### config.mk
export PLATFORM = sky130hd
export DESIGN_NAME = config_chain_loader
export DESIGN_NICKNAME = d
export VERILOG_FILES = /design/src/rtl/config_chain_loader.sv
export SDC_FILE = /design/constraint.sdc
export NUM_CORES = 1
export LEC_CHECK = 0
export CORE_MARGIN = 2
export CORE_UTILIZATION = 23
export CTS_BUF_LIST = sky130_fd_sc_hd__clkbuf_8
export DETAILED_ROUTE_END_ITERATION = 8
export PLACE_DENSITY_LB_ADDON = 0.12
export SYNTH_ARGS = -nofsm -noshare
export SYNTH_HDL_FRONTEND = slang
export SYNTH_SLANG_ARGS = --single-unit
### constraint.sdc
create_clock -name clk -period 9 [get_ports clk]
set_clock_uncertainty 0.1 [all_clocks]
set_input_delay 1.35 -clock clk [delete_from_list [all_inputs] [get_ports clk]]
set_output_delay 1.35 -clock clk [all_outputs]
set_load 0.03 [all_outputs]
### src/rtl/config_chain_loader.sv
// Configuration-chain loader: streams a CHAIN_LEN-bit configuration in/out SCAN_WIDTH bits
// per beat through a shadow register, committing to the active configuration atomically.
module config_chain_loader #(
  parameter int CHAIN_LEN  = 64,
  parameter int SCAN_WIDTH = 4
) (
  input  logic                  clk,
  input  logic                  rst,
  input  logic                  start_i,
  input  logic                  mode_i,
  input  logic                  abort_i,
  input  logic                  bs_valid_i,
  input  logic [SCAN_WIDTH-1:0] bs_data_i,
  output logic                  bs_ready_o,
  output logic                  rb_valid_o,
  output logic [SCAN_WIDTH-1:0] rb_data_o,
  input  logic                  rb_ready_i,
  output logic [CHAIN_LEN-1:0]  cfg_o,
  output logic                  busy_o,
  output logic                  done_o
);

  localparam int BEATS = CHAIN_LEN / SCAN_WIDTH;
  localparam int CNT_W = $clog2(BEATS + 1);
  localparam logic [CNT_W-1:0] LAST_BEAT = CNT_W'(BEATS - 1);

  typedef enum logic [1:0] {
    IDLE      = 2'd0,
    SHIFT_IN  = 2'd1,
    COMMIT    = 2'd2,
    SHIFT_OUT = 2'd3
  } state_e;

  state_e               state_q, state_d;
  logic [CNT_W-1:0]     cnt_q, cnt_d;
  logic [CHAIN_LEN-1:0] shadow_q, shadow_d;
  logic [CHAIN_LEN-1:0] cfg_q, cfg_d;
  logic                 done_q, done_d;
  logic                 bs_ready_q, rb_valid_q, busy_q;
  logic [CHAIN_LEN-1:0] shift_in_s, shift_out_s;

  // Shifting by the full width yields zero, so BEATS==1 needs no special case.
  assign shift_in_s  = (shadow_q << SCAN_WIDTH) | CHAIN_LEN'(bs_data_i);
  assign shift_out_s = shadow_q << SCAN_WIDTH;

  // Next-state and datapath update; abort overrides any beat accepted in the same cycle.
  always_comb begin
    state_d  = state_q;
    cnt_d    = cnt_q;
    shadow_d = shadow_q;
    cfg_d    = cfg_q;
    done_d   = done_q;
    if (abort_i) begin
      state_d = IDLE;
      cnt_d   = '0;
      done_d  = 1'b0;
    end else begin
      case (state_q)
        IDLE: begin
          if (start_i) begin
            cnt_d  = '0;
            done_d = 1'b0;
            if (mode_i) begin
              shadow_d = cfg_q;
              state_d  = SHIFT_OUT;
            end else begin
              state_d = SHIFT_IN;
            end
          end else begin
            state_d = IDLE;
          end
        end
        SHIFT_IN: begin
          if (bs_valid_i) begin
            shadow_d = shift_in_s;
            cnt_d    = cnt_q + CNT_W'(1);
            if (cnt_q == LAST_BEAT) begin
              state_d = COMMIT;
            end else begin
              state_d = SHIFT_IN;
            end
          end else begin
            state_d = SHIFT_IN;
          end
        end
        COMMIT: begin
          cfg_d   = shadow_q;
          done_d  = 1'b1;
          state_d = IDLE;
        end
        SHIFT_OUT: begin
          if (rb_ready_i) begin
            shadow_d = shift_out_s;
            cnt_d    = cnt_q + CNT_W'(1);
            if (cnt_q == LAST_BEAT) begin
              done_d  = 1'b1;
              state_d = IDLE;
            end else begin
              state_d = SHIFT_OUT;
            end
          end else begin
            state_d = SHIFT_OUT;
          end
        end
        default: begin
          state_d = IDLE;
          cnt_d   = '0;
        end
      endcase
    end
  end

  // State, datapath and registered handshake decodes.
  always_ff @(posedge clk or posedge rst) begin
    if (rst) begin
      state_q    <= IDLE;
      cnt_q      <= '0;
      shadow_q   <= '0;
      cfg_q      <= '0;
      done_q     <= 1'b0;
      bs_ready_q <= 1'b0;
      rb_valid_q <= 1'b0;
      busy_q     <= 1'b0;
    end else begin
      state_q    <= state_d;
      cnt_q      <= cnt_d;
      shadow_q   <= shadow_d;
      cfg_q      <= cfg_d;
      done_q     <= done_d;
      bs_ready_q <= (state_d == SHIFT_IN);
      rb_valid_q <= (state_d == SHIFT_OUT);
      busy_q     <= (state_d != IDLE);
    end
  end

  assign bs_ready_o = bs_ready_q;
  assign rb_valid_o = rb_valid_q;
  assign rb_data_o  = shadow_q[CHAIN_LEN-1 -: SCAN_WIDTH];
  assign cfg_o      = cfg_q;
  assign busy_o     = busy_q;
  assign done_o     = done_q;

endmodule

==> results of run 1 <==
-- worst max-delay path: stages --
cell	delay, ns
clkdlybuf4s50_1	0.82
a21o_1	0.18
or3_4	0.52
buf_4	0.68
mux2_2	0.40
-- state kept, by name, indices dropped and copies added (netlist names) --
signal,flops
cnt_q,5
cfg_o,64
state_q,2
shadow_q,64
done_o,1
rb_valid_o,1
busy_o,1
bs_ready_o,1
-- worst paths after layout --
check / endpoint / slack (ns) / cells past startpoint
min in group asynchronous: state_q[0]$_DFF_PP0_ / 1.30 / 2
max in group asynchronous: cfg_o[57]$_DFFE_PP0P_ / 6.13 / 3
setup / recovery: shadow_q[51]$_DFFE_PP0P_ / 5.20 / 5
hold / removal: cnt_q[4]$_DFFE_PP0P_ / 0.42 / 2
hold reg to reg: cnt_q[4]$_DFFE_PP0P_ / 0.42 / 2
setup reg to reg: shadow_q[51]$_DFFE_PP0P_ / 5.32 / 7
-- cell families (layout without fill, tap and decap cells) --
kind of cell	after synthesis	count (layout)	share of synthesized area
simple gates	203	203	0.131
flops	139	139	0.529
mux	135	135	0.265
buf+inv	44	126	0.0461
compound gates	15	15	0.0169
fa+ha+maj	6	6	0.0114
-- cell usage in the layout (no fill, tap or decap), types with 4 or more instances in the layout --
cell             netlist  layout
buf_4                  5       6
bufinv_16              0       4
clkbuf_8               0      19
clkdlybuf4s50_1        0      82
dfrtp_1              139     138
ha_1                   6       6
inv_1                  6       7
mux2_2                71      71
mux2_4                60      60
nand2_1              137     137
nand3_1               41      41
nor2_1                 7       6
-- synthesized netlist by cell type --
master	n
dfrtp_1	139
nand2_1	137
mux2_2	71
mux2_4	60
nand3_1	41
buf_2	11
clkbuf_1	10
nor2_1	7
buf_12	6
ha_1	6
inv_1	6
buf_1	5
buf_4	5
a21oi_1	3
mux2_1	3
nand2b_1	3
nor3_1	3
a211oi_1	2
a22o_1	2
nand3b_1	2
nor2b_1	2
o21ai_0	2
or3_1	2
a21boi_1	1
a21o_1	1
a31oi_1	1
a32oi_1	1
and2b_2	1
and3_1	1
buf_6	1
mux2i_1	1
nor4_1	1
o2111ai_2	1
o221ai_1	1
or2_1	1
or3b_1	1
or4_1	1
-- power by group through the flow --
stage               clock, mW  combinational (mW)  sequential (mW)
finish                  0.568               0.331            0.680
global route            0.614               0.359            0.685
CTS                     0.586               0.340            0.680
detailed placement          0               0.339            0.692
global placement            0               0.339            0.692
floorplan                   0               0.224            0.718
-- cell type report --
type,instances,area share
clock buffer,19,0.0323
clock inverter,13,0.0216
inverter,6,0.00340
multi-input combinational,359,0.348
sequential,139,0.430
tap,378,0.0584
timing repair buffer,88,0.107
-- layer usage --
| metal | up-vias | track usage | wire length, um |
|---|---|---|---|
| met5 | - | 0 | 0 |
| met4 | 0 | 0.0399 | 155 |
| met3 | 16 | 0.0356 | 923 |
| met2 | 89 | 0.169 | 7350 |
| met1 | 2185 | 0.153 | 7880 |
| li1 | 1974 | - | - |
-- through the flow --
stage / setup slack [ns] / cells / total power, mW / util
2_1_floorplan: 3.83 / 542 / 0.942 / -
3_3_place_gp: 4.78 / 970 / 1.03 / 0.274
3_5_place_dp: 4.73 / 970 / 1.03 / 0.274
4_1_cts: 5.22 / 1002 / 1.61 / 0.290
5_1_grt: 5.10 / 1002 / 1.66 / 0.290
6_report: 5.20 / 1002 / 1.58 / 0.290
==> impl.org, run 1 <==
** Global route
- Largest net degree at the start of global routing :: about 70
- The first global-routing pass estimated roughly 26,000 um of wire.
- After global routing the overflow that remains totals 0.
- Vias in the first global route :: 4,551
- Antenna violations before repair :: 0
- Total routing usage reported by global routing :: 0.113

** Clock tree
- Clock-pin slew was measured on the worst setup and hold paths at ~0.08 ns.
- Cts-stage hold buffer count :: 0
- Clock tree synthesis found a total of approximately 140 sinks.
- The later pin in the worst-skew pair is clocked with a latency of 0.45 ns.
- CTS tree :: built
- Setup fix buffers added after clock tree synthesis :: 0
- The longest clock path from root to sink contains 2 buffers.
- The root buffer cell chosen for the clock tree is clkbuf_8.
- The clock tree synthesis step divided the H-tree into 4 levels.
- Clock buffer count from CTS :: 17
- Once the clock tree was built, the resizer swapped 0 gates to a different size.

** Floorplan
- Floorplan die area :: ~30,000 um^2
- The die is approximately 170 um wide.
- Effective utilization at floorplan :: 0.235
- Core area :: 27,900 um^2
- The floorplan step set the die height to about 170 um.
- Count of boundary I/O pins :: between 80 and 90
- Site row count :: 61

** Setup path
- CP Capture Type :: flop
- STA classifies the critical path startpoint as an input pin.
- Worst Path Max Fanout :: 36
- Crit. Startpoint :: abort_i
- At the worst endpoint, the required time is roughly 9.2 ns.
- Reg2reg start :: state_q[0]$_DFF_PP0_
- STA puts the critical path data arrival time at 4.03 ns.
- The critical path is of the input pin to flop type.

** Logic synthesis
- FF+latch count, synth :: 139
- The Yosys step of the flow raised 0 warnings.
- Largest area contributor in the netlist :: dfrtp_1
- The mapped netlist covers 6580 um^2.
- Of the synthesized area, sequential elements account for 0.529.
- Sorting the synthesized cells by area gives the leading types as dfrtp_1 (53%), mux2_4 (14%), mux2_2 (12%), nand2_1 (7.8%), nand3_1 (3.1%).
- Unique masters post-synth :: 37
- Synthesis produced between 500 and 600 cells.
- A synthesized cell averages ~12 um^2.
- Post-synth net total :: 559
- Of the post-synthesis cell area, the dominant cell type holds 0.529.

** Power and ir drop
- Static leakage power :: 4.02 nW
- Of the total power, the clock network draws 0.359.
- The internal portion of the total power is ~1.1 mW.
- P per Cell Area :: slightly below 200 nW/um^2
- Of the total power, the share spent switching nets is 0.309.
- Worst IR Drop VDD :: 0.0000921 V
- In this run the power spent charging and discharging nets is ~0.49 mW.
- Of the total power, combinational logic draws 0.210.
- The share of total power dissipated in sequential elements is 0.431.

** Drt
- Number of nets still failing antenna checks after routing :: 0
- In the final routed layout, each cell accounts on average for between 15 and 20 um.
- Average via count per standard cell :: 4.26
- Drt first-iter violations :: approximately 140
- The final route contains approximately 4,300 vias.
- Routed Wire Length :: roughly 16,000 um
- The first detailed-routing pass ran for 4 iterations.
- After detailed routing, the number of remaining DRC violations is 0.

** Hold path
- In this run the most critical hold path is launched from cnt_q[4]$_DFFE_PP0P_.
- Worst min path class :: flop to flop

** Place
- The congestion estimate from routability-driven global placement came to roughly 0.73.
- Placement Cell Area :: between 7000 and 8000 um^2
- During placement, the flow inserted port buffers numbering 82.
- The HPWL after detailed placement is between 9000 and 10,000 um.

** Layout
- Post-route cell area :: around 8000 um^2
- Area growth from synthesis to layout :: 23.1%
- The multi-input combinational cells in the finished layout cover a total of 2810 um^2.
- Antenna diode count :: 0
- Summing all flip-flop and latch instances after layout gives between 3000 and 4000 um^2.
- Number of filler cells placed in the layout :: 2,910
- Total number of nets in the final design :: around 630
- In the final layout, the share of cells above drive strength 1 is 0.280.

** STA
- Fin. max-slew vios :: 0
- For this run, the top clock speed supported by timing is between 200 and 300 MHz.
- Final setup fails :: 0
- Adding up every negative setup slack in the final design gives 0 ns.
- For the pin with the worst max-slew slack, the measured transition is about 1 ns.
- Worst max-slew margin expressed relative to the limit :: 0.347
- Dividing the final minimum period by the clock period gives 0.422.
- Final hold violation count :: 0
- The worst path needs 3.80 ns of the cycle, external delays included.
- Hold_ws :: around 0.42 ns
- RSZ-0062 raised after global routing :: no

** Outcome
- The flow ran to the end, and the final reports show no timing, DRC or antenna violations.

** Flow run
- The tool flagged a number of max-cap violations equal to 0.
(Power assumes the default switching activity.)
==> run 2: changes to the inputs <==
==> constraint.sdc (replaced) <==
create_clock -name clk -period 3.2 [get_ports clk]
set_clock_uncertainty 0.1 [all_clocks]
set_input_delay 0.48 -clock clk [delete_from_list [all_inputs] [get_ports clk]]
set_output_delay 0.48 -clock clk [all_outputs]
set_load 0.03 [all_outputs]
==> impl.org, run 2 (synthesis gave the netlist of run 1 again) <==
** Outcome
- Outcome: completed (unchanged).

** Drt
- The number of DRC markers after the initial detailed-route iteration came to 326 (was 143).
- The number of vias after detailed routing is 4,274 (was 4,264).
- DRC violations left :: 0 (unchanged)
- Average via count per standard cell :: 4.25 (was 4.26)
- The total wire length after detailed routing is 16,400 um (was 16,300 um).
- First-pass DRT Iterations :: 5 (was 4)
- Number of nets still failing antenna checks after routing :: 0 (unchanged)
- The per-cell routed wire length came to 16.3 um (about the same).

** Clock tree
- The clock latency of the later-clocked register in the worst-skew pair came to 0.44 ns (was 0.45 ns).
- Clock-pin slew on the worst setup and hold paths :: 0.08 ns (about the same)
- Sink count of the clock tree :: 139 (unchanged)
- The post-cts repair resize count came to 0 (unchanged).
- The number of buffers inserted during clock tree synthesis came to 17 (unchanged).
- The number of H-tree levels was 4 (unchanged).
- Clock Tree Root :: clkbuf_8 (unchanged)
- Setup fix buffers added after clock tree synthesis :: 0 (unchanged)
- The maximum count of clock buffers along a single path is 2 (unchanged).
- The number of buffers inserted for hold repair after clock tree synthesis is 0 (unchanged).
- The clock tree from TritonCTS is built (unchanged).

** Layout
- The net count of the finished layout was 632 (was 628).
- Utilization of the core after routing :: 0.293 (was 0.290)
- Top library cells by usage in the layout, fill and taps aside :: dfrtp_1 (139), nand2_1 (137), clkdlybuf4s50_1 (82) (was dfrtp_1 (138), nand2_1 (137), clkdlybuf4s50_1 (82))
- Flip-flop and latch area :: 3480 um^2 (about the same)
- Number of filler cells placed in the layout :: 2,861 (was 2,910)
- Post-route cell area :: 8170 um^2 (was 8100 um^2)
- Antenna diode count :: 0 (unchanged)
- The area of the multi-input gates came to 2810 um^2 (unchanged).
- Number of standard cells in the final layout excluding fillers :: 1,006 (was 1,002)
- The layout cell share with drive strength beyond 1 came to 0.283 (was 0.280).
- The leading cell type in the layout, fill and taps excluded is dfrtp_1 (unchanged).
- The area added between synthesis and finish was 24.3% (was 23.1%).

** STA
- The summed negative setup slack over all endpoints was 0 ns (unchanged).
- The worst max-slew margin expressed relative to the limit is 0.414 (was 0.347).
- The final hold slack came to 0.430 ns (was 0.424 ns).
- Tcrit/Tclk final :: 0.814
- For this run, the top clock speed supported by timing is between 300 and 400 MHz.
- The measured slew at the worst slew-check pin is 0.877 ns (was 0.980 ns).
- Min setup slack post-route :: 0.595 ns (was 5.20 ns)
- The worst path needs roughly 2.6 ns of the cycle, external delays included.
- The count of final hold-check violations is 0 (unchanged).
- RSZ-0062 raised after global routing :: no (unchanged)
- The setup violation total in the final timing report is 0 (unchanged).
- Fin. max-slew vios :: 0 (unchanged)

** Setup path
- Reg2reg start :: state_q[0]$_DFF_PP0_ (unchanged)
- The required time of the critical path came to 3.48 ns (was 9.23 ns).
- The delay of the slowest cell on the worst path is 0.70 ns (was 0.82 ns).
- Delay-heaviest family, CP :: simple AND/OR/NAND/NOR gates (was buffers and inverters)
- Type of the setup path with the least slack :: flop to flop (was input pin to flop)
- The kind of end point of the critical path is a flop (unchanged).
- Number of buffers and inverters on the critical path :: 2 (unchanged)
- R2R setup slack :: 0.59 ns (was 5.32 ns)
- The reg-to-reg critical path endpoint was shadow_q[32]$_DFFE_PP0P_ (was shadow_q[51]$_DFFE_PP0P_).
- Worst Path Max Fanout :: 31 (was 36)
- Cell count along the critical path :: 7 (was 5)
- The path depth of the worst reg2reg path came to 7 (unchanged).
- The startpoint kind of the worst setup timing path was a flop (was input pin).
- Worst path cell trace :: buf_4 -> ha_1 -> nor2_4 -> buf_4 -> nand2_1 -> nand2_1 -> mux2_4 (was clkdlybuf4s50_1 -> a21o_1 -> or3_4 -> buf_4 -> mux2_2)
- Arrival time at the worst endpoint :: 2.89 ns (was 4.03 ns)
- The cell with the biggest individual delay on the critical path was nor2_4 (was clkdlybuf4s50_1).

** Global route
- Antenna violations before repair :: 0 (unchanged)
- The pin count of the biggest net entering global routing is 140 (was 72).
- The via count of the first global-routing pass came to 4,579 (was 4,551).
- Total routing usage reported by global routing :: 0.113 (about the same)
- Total congestion overflow after global routing :: 0 (unchanged)
- Global-route wire length before repair :: 26,500 um (was 26,400 um)

** Place
- GP Congestion :: 0.751 (was 0.727)
- Placement Cell Area :: 7720 um^2 (was 7660 um^2)
- The placed wire-length estimate was 10,100 um (was 9900 um).
- Worst slack at placement :: 0.560 ns (was 4.73 ns)
- The number of instances in the placed design was 974 (was 970).
- The number of port buffers came to 82 (unchanged).

** Power and ir drop
- Static leakage power :: 4.05 nW (was 4.02 nW)
- Worst IR Drop VDD :: 0.000252 V (was 0.0000921 V)
- Final total power :: 4.49 mW (was 1.58 mW)
- The power density normalized to cell area was 549 nW/um^2 (was 195 nW/um^2).

** Hold path
- Worst min path class :: flop to flop (unchanged)
- The launch instance of the worst min-delay path is cnt_q[4]$_DFFE_PP0P_ (unchanged).
- The hold-critical path depth is 2 (unchanged).
- The end point of the most critical hold path is cnt_q[4]$_DFFE_PP0P_ (unchanged).

** Floorplan
- Effective utilization at floorplan :: 0.235 (unchanged)
- Width of the chip :: 173 um (unchanged)
- Core area :: 27,900 um^2 (unchanged)
- The number of ports placed on the die boundary came to 83 (unchanged).
- Site row count :: 61 (unchanged)
- Floorplan die area :: 30,000 um^2 (unchanged)
- Die height :: 173 um (unchanged)

** Flow run
- Max-cap viol count :: 0 (unchanged)
run 2: cell types whose count changed in the layout (fill, tap and decap cells not counted), sizes merged:
cell    delta
clkinv     +1
inv        -2
clkbuf     +1
buf        +4
run 2: worst min-delay path, delay by kind of cell (launching register included):
kind	cells	cell delay (ns)
compound gates	1	0.05
flops	1	0.38
simple gates	1	0.06
run 2: final cells by class:
class | count | area share
Sequential cell | 139 | 0.426
Multi-Input combinational cell | 359 | 0.344
Timing Repair Buffer | 92 | 0.114
Tap cell | 378 | 0.0579
Clock buffer | 20 | 0.0337
Clock inverter | 12 | 0.0210
Inverter | 6 | 0.00322
run 2: metal layers:
metal	up-vias	share of wire	wire (um)	track usage
met4	0	0.013	212	0.0339
met1	2192	0.49	8060	0.153
met5	-	0	0	0
met3	13	0.050	819	0.0383
li1	1989	-	-	-
met2	80	0.45	7330	0.172
run 2: power by group:
group	internal, mW	leakage [nW]	switching [mW]
sequential	1.84	1.93	0.0749
combinational	0.361	1.89	0.591
clock	0.908	0.231	0.708
total	3.11	4.05	1.37
run 2: worst max path at each step:
stage                         startpoint                        to
finish              state_q[0]$_DFF_PP0_  shadow_q[32]$_DFFE_PP0P_
global route        state_q[0]$_DFF_PP0_  shadow_q[47]$_DFFE_PP0P_
CTS                 state_q[0]$_DFF_PP0_  shadow_q[32]$_DFFE_PP0P_
detailed placement  state_q[0]$_DFF_PP0_  shadow_q[32]$_DFFE_PP0P_
global placement    state_q[0]$_DFF_PP0_  shadow_q[49]$_DFFE_PP0P_
floorplan           state_q[0]$_DFF_PP0_   shadow_q[0]$_DFFE_PP0P_
==> run 3: changes to the inputs <==
==> constraint.sdc (replaced) <==
create_clock -name clk -period 2.2 [get_ports clk]
set_clock_uncertainty 0.1 [all_clocks]
set_input_delay 0.33 -clock clk [delete_from_list [all_inputs] [get_ports clk]]
set_output_delay 0.33 -clock clk [all_outputs]
set_load 0.03 [all_outputs]
==> impl.org, run 3 (synthesis gave the netlist of run 1 again) <==
** STA
- Worst max-slew margin expressed relative to the limit :: 0.758 (was 0.414)
- RSZ-0062 raised after global routing: no (unchanged).
- The summed negative setup slack over all endpoints came to 0 ns (unchanged).
- The setup violation total in the final timing report came to 0 (unchanged).
- Final hold violation count :: 0 (unchanged)
- The setup slack after layout was 0.102 ns (was 0.595 ns).
- The ratio of final minimum period to clock period is 0.954 (was 0.814).
- The number of max-slew violations in the final report was 0 (unchanged).
- The highest achievable clock rate was 477 MHz (was 384 MHz).
- The measured slew at the worst slew-check pin is 0.361 ns (was 0.877 ns).
- Post-layout minimum cycle time :: 2.10 ns (was 2.61 ns)

** Clock tree
- Clock-pin slew on the worst setup and hold paths :: 0.08 ns (about the same)
- H-tree depth :: 4 (unchanged)
- The clock net sink count was 139 (unchanged).
- The post-cts repair resize count was 0 (unchanged).
- Clock buffer count from CTS :: 17 (unchanged)
- The maximum count of clock buffers along a single path came to 2 (unchanged).
- Cts-stage hold buffer count :: 0 (unchanged)
- The buffer cell driving the clock tree root was clkbuf_8 (unchanged).
- Setup fix buffers added after clock tree synthesis :: 0 (unchanged)
- CTS tree :: built (unchanged)
- Clock network latency to the later pin of the worst-skew pair :: 0.43 ns (was 0.44 ns)

** Setup path
- The data arrival at the endpoint of the critical path was 2.32 ns (was 2.89 ns).
- Number of buffers and inverters on the critical path :: 2 (unchanged)
- The delay of the slowest cell on the worst path came to 0.48 ns (was 0.70 ns).
- The startpoint kind of the worst setup timing path is a flop (unchanged).
- Crit-path slowest cell :: dfrtp_1 (was nor2_4)
- Type of the setup path with the least slack :: flop to flop (unchanged)
- Worst path cell trace :: inv_2 -> ha_4 -> a21o_1 -> or3_4 -> buf_12 -> mux2_4 (was buf_4 -> ha_1 -> nor2_4 -> buf_4 -> nand2_1 -> nand2_1 -> mux2_4)
- CP Capture Type :: flop (unchanged)
- Req. time, crit path :: 2.42 ns (was 3.48 ns)
- The worst reg-to-reg setup slack is 0.10 ns (was 0.59 ns).
- The category of cells accounting for the largest share of critical-path delay is flip-flops (was simple AND/OR/NAND/NOR gates).
- The critical-path maximum fanout was 16 (was 31).

** Outcome
- Outcome :: completed (unchanged)

** Layout
- Layout cell share with drive strength beyond 1 :: 0.309 (was 0.283)
- The final non-filler cell total was 1,022 (was 1,006).
- Area growth from synthesis to layout :: 27.1% (was 24.3%)
- The leading cell type in the layout, fill and taps excluded was dfrtp_1 (unchanged).
- Antenna diode count :: 0 (unchanged)
- The area of the multi-input gates was 2830 um^2 (was 2810 um^2).
- The net count of the finished layout was 649 (was 632).
- Post-route cell area :: 8360 um^2 (was 8170 um^2)
- Flip-flop and latch area :: 3480 um^2 (unchanged)
- The final-layout fill cell count is 2,911 (was 2,861).
- Top library cells by usage in the layout, fill and taps aside :: dfrtp_1 (139), nand2_1 (137), clkdlybuf4s50_1 (82) (unchanged)

** Power and ir drop
- Proportion of power drawn by the clock network :: 0.332 (was 0.360)
- Worst IR Drop VDD :: 0.000386 V (was 0.000252 V)
- The power dissipated by switching net loads came to 2.00 mW (was 1.37 mW).
- Register share of total power :: 0.432 (was 0.428)
- Switching power as a share of total power :: 0.310 (was 0.306)
- Static leakage power :: 4.13 nW (was 4.05 nW)
- The power density normalized to cell area is 774 nW/um^2 (was 549 nW/um^2).
- The cell-internal power came to 4.46 mW (was 3.11 mW).
- Logic pwr share :: 0.236 (was 0.212)

** Global route
- Total routing usage reported by global routing :: 0.115 (was 0.113)
- Global-route wire length before repair :: 27,100 um (was 26,500 um)
- The pin count of the biggest net entering global routing is 56 (was 140).
- The number of antenna violations at the first check in global routing was 0 (unchanged).
- Vias in the first global route :: 4,713 (was 4,579)
- The aggregate global routing overflow is 0 (unchanged).

** Floorplan
- The chip width came to 173 um (unchanged).
- Site row count :: 61 (unchanged)
- The core region area was 27,900 um^2 (unchanged).
- Count of boundary I/O pins :: 83 (unchanged)
- Die height :: 173 um (unchanged)
- The overall die area is 30,000 um^2 (unchanged).
- The initial standard-cell utilization of the core is 0.235 (unchanged).

** Drt
- Routed via count :: 4,331 (was 4,274)
- DRC violations left :: 0 (unchanged)
- The total wire length after detailed routing is 16,600 um (was 16,400 um).
- The per-cell routed wire length was 16.2 um (was 16.3 um).
- The number of vias per cell is 4.24 (was 4.25).
- The number of DRC markers after the initial detailed-route iteration was 225 (was 326).
- Number of nets still failing antenna checks after routing :: 0 (unchanged)
- First-pass DRT Iterations :: 4 (was 5)

** Place
- Worst slack at placement :: -0.0527 ns (was 0.560 ns)
- The number of port buffers came to 82 (unchanged).
- The number of instances in the placed design came to 991 (was 974).
- The placed cell area is 7950 um^2 (was 7720 um^2).
- GP Congestion :: 0.782 (was 0.751)
- HPWL after detailed placement :: 11,000 um (was 10,100 um)

** Flow run
- The reported max-cap violation count came to 0 (unchanged).

** Hold path
- The class of the tightest hold or removal check is input pin to asynchronous set/reset pin (was flop to flop).
==> run 3: cell types whose count changed in the layout (fill, tap and decap cells not counted), sizes merged <==
cell / before / now
bufinv: 4 / 3
inv: 7 / 6
clkinvlp: 2 / 5
buf: 10 / 27
clkbuf: 20 / 18
==> run 3: stage by stage <==
stage / power, mW / util / hold WS [ns]
2_1_floorplan: 3.88 / - / 0.387
3_3_place_gp: 4.40 / 0.285 / 0.412
3_5_place_dp: 4.40 / 0.285 / 0.415
4_1_cts: 6.60 / 0.299 / 0.0475
5_1_grt: 6.83 / 0.299 / 0.0526
6_report: 6.47 / 0.299 / 0.0755
==> run 3: layout make-up <==
cell class | instances | share of cell area
inverter | 6 | 0.00314
sequential | 139 | 0.416
timing repair buffer | 109 | 0.137
clock buffer | 18 | 0.0296
multi-input combinational | 359 | 0.339
clock inverter | 13 | 0.0183
tap | 378 | 0.0566
==> run 3: per-layer routing <==
metal	vias to the layer above	GRT usage	wire [um]
li1	2021	-	-
met1	2208	0.152	8030
met2	84	0.177	7510
met3	18	0.0402	839
met4	0	0.0335	182
met5	-	0	0
==> run 3: worst paths after layout <==
path | from | end | cells past startpoint
worst max-delay path | state_q[0]$_DFF_PP0_ | shadow_q[36]$_DFFE_PP0P_ | 6
worst min-delay path | rst | cfg_o[63]$_DFFE_PP0P_ | 2
worst max register to register | state_q[0]$_DFF_PP0_ | shadow_q[36]$_DFFE_PP0P_ | 6
worst min register to register | cnt_q[4]$_DFFE_PP0P_ | cnt_q[4]$_DFFE_PP0P_ | 2
max in group asynchronous | rst | shadow_q[9]$_DFFE_PP0P_ | 3
min in group clk | cnt_q[4]$_DFFE_PP0P_ | cnt_q[4]$_DFFE_PP0P_ | 2
==> run 3: power by group through the flow <==
stage               Sequential [mW]  Clock, mW  Combinational (mW)
detailed placement             2.84          0                1.56
global placement               2.84          0                1.56
CTS                            2.79       2.24                1.57
global route                   2.81       2.36                1.66
finish                         2.79       2.15                1.53
floorplan                      2.94          0               0.945
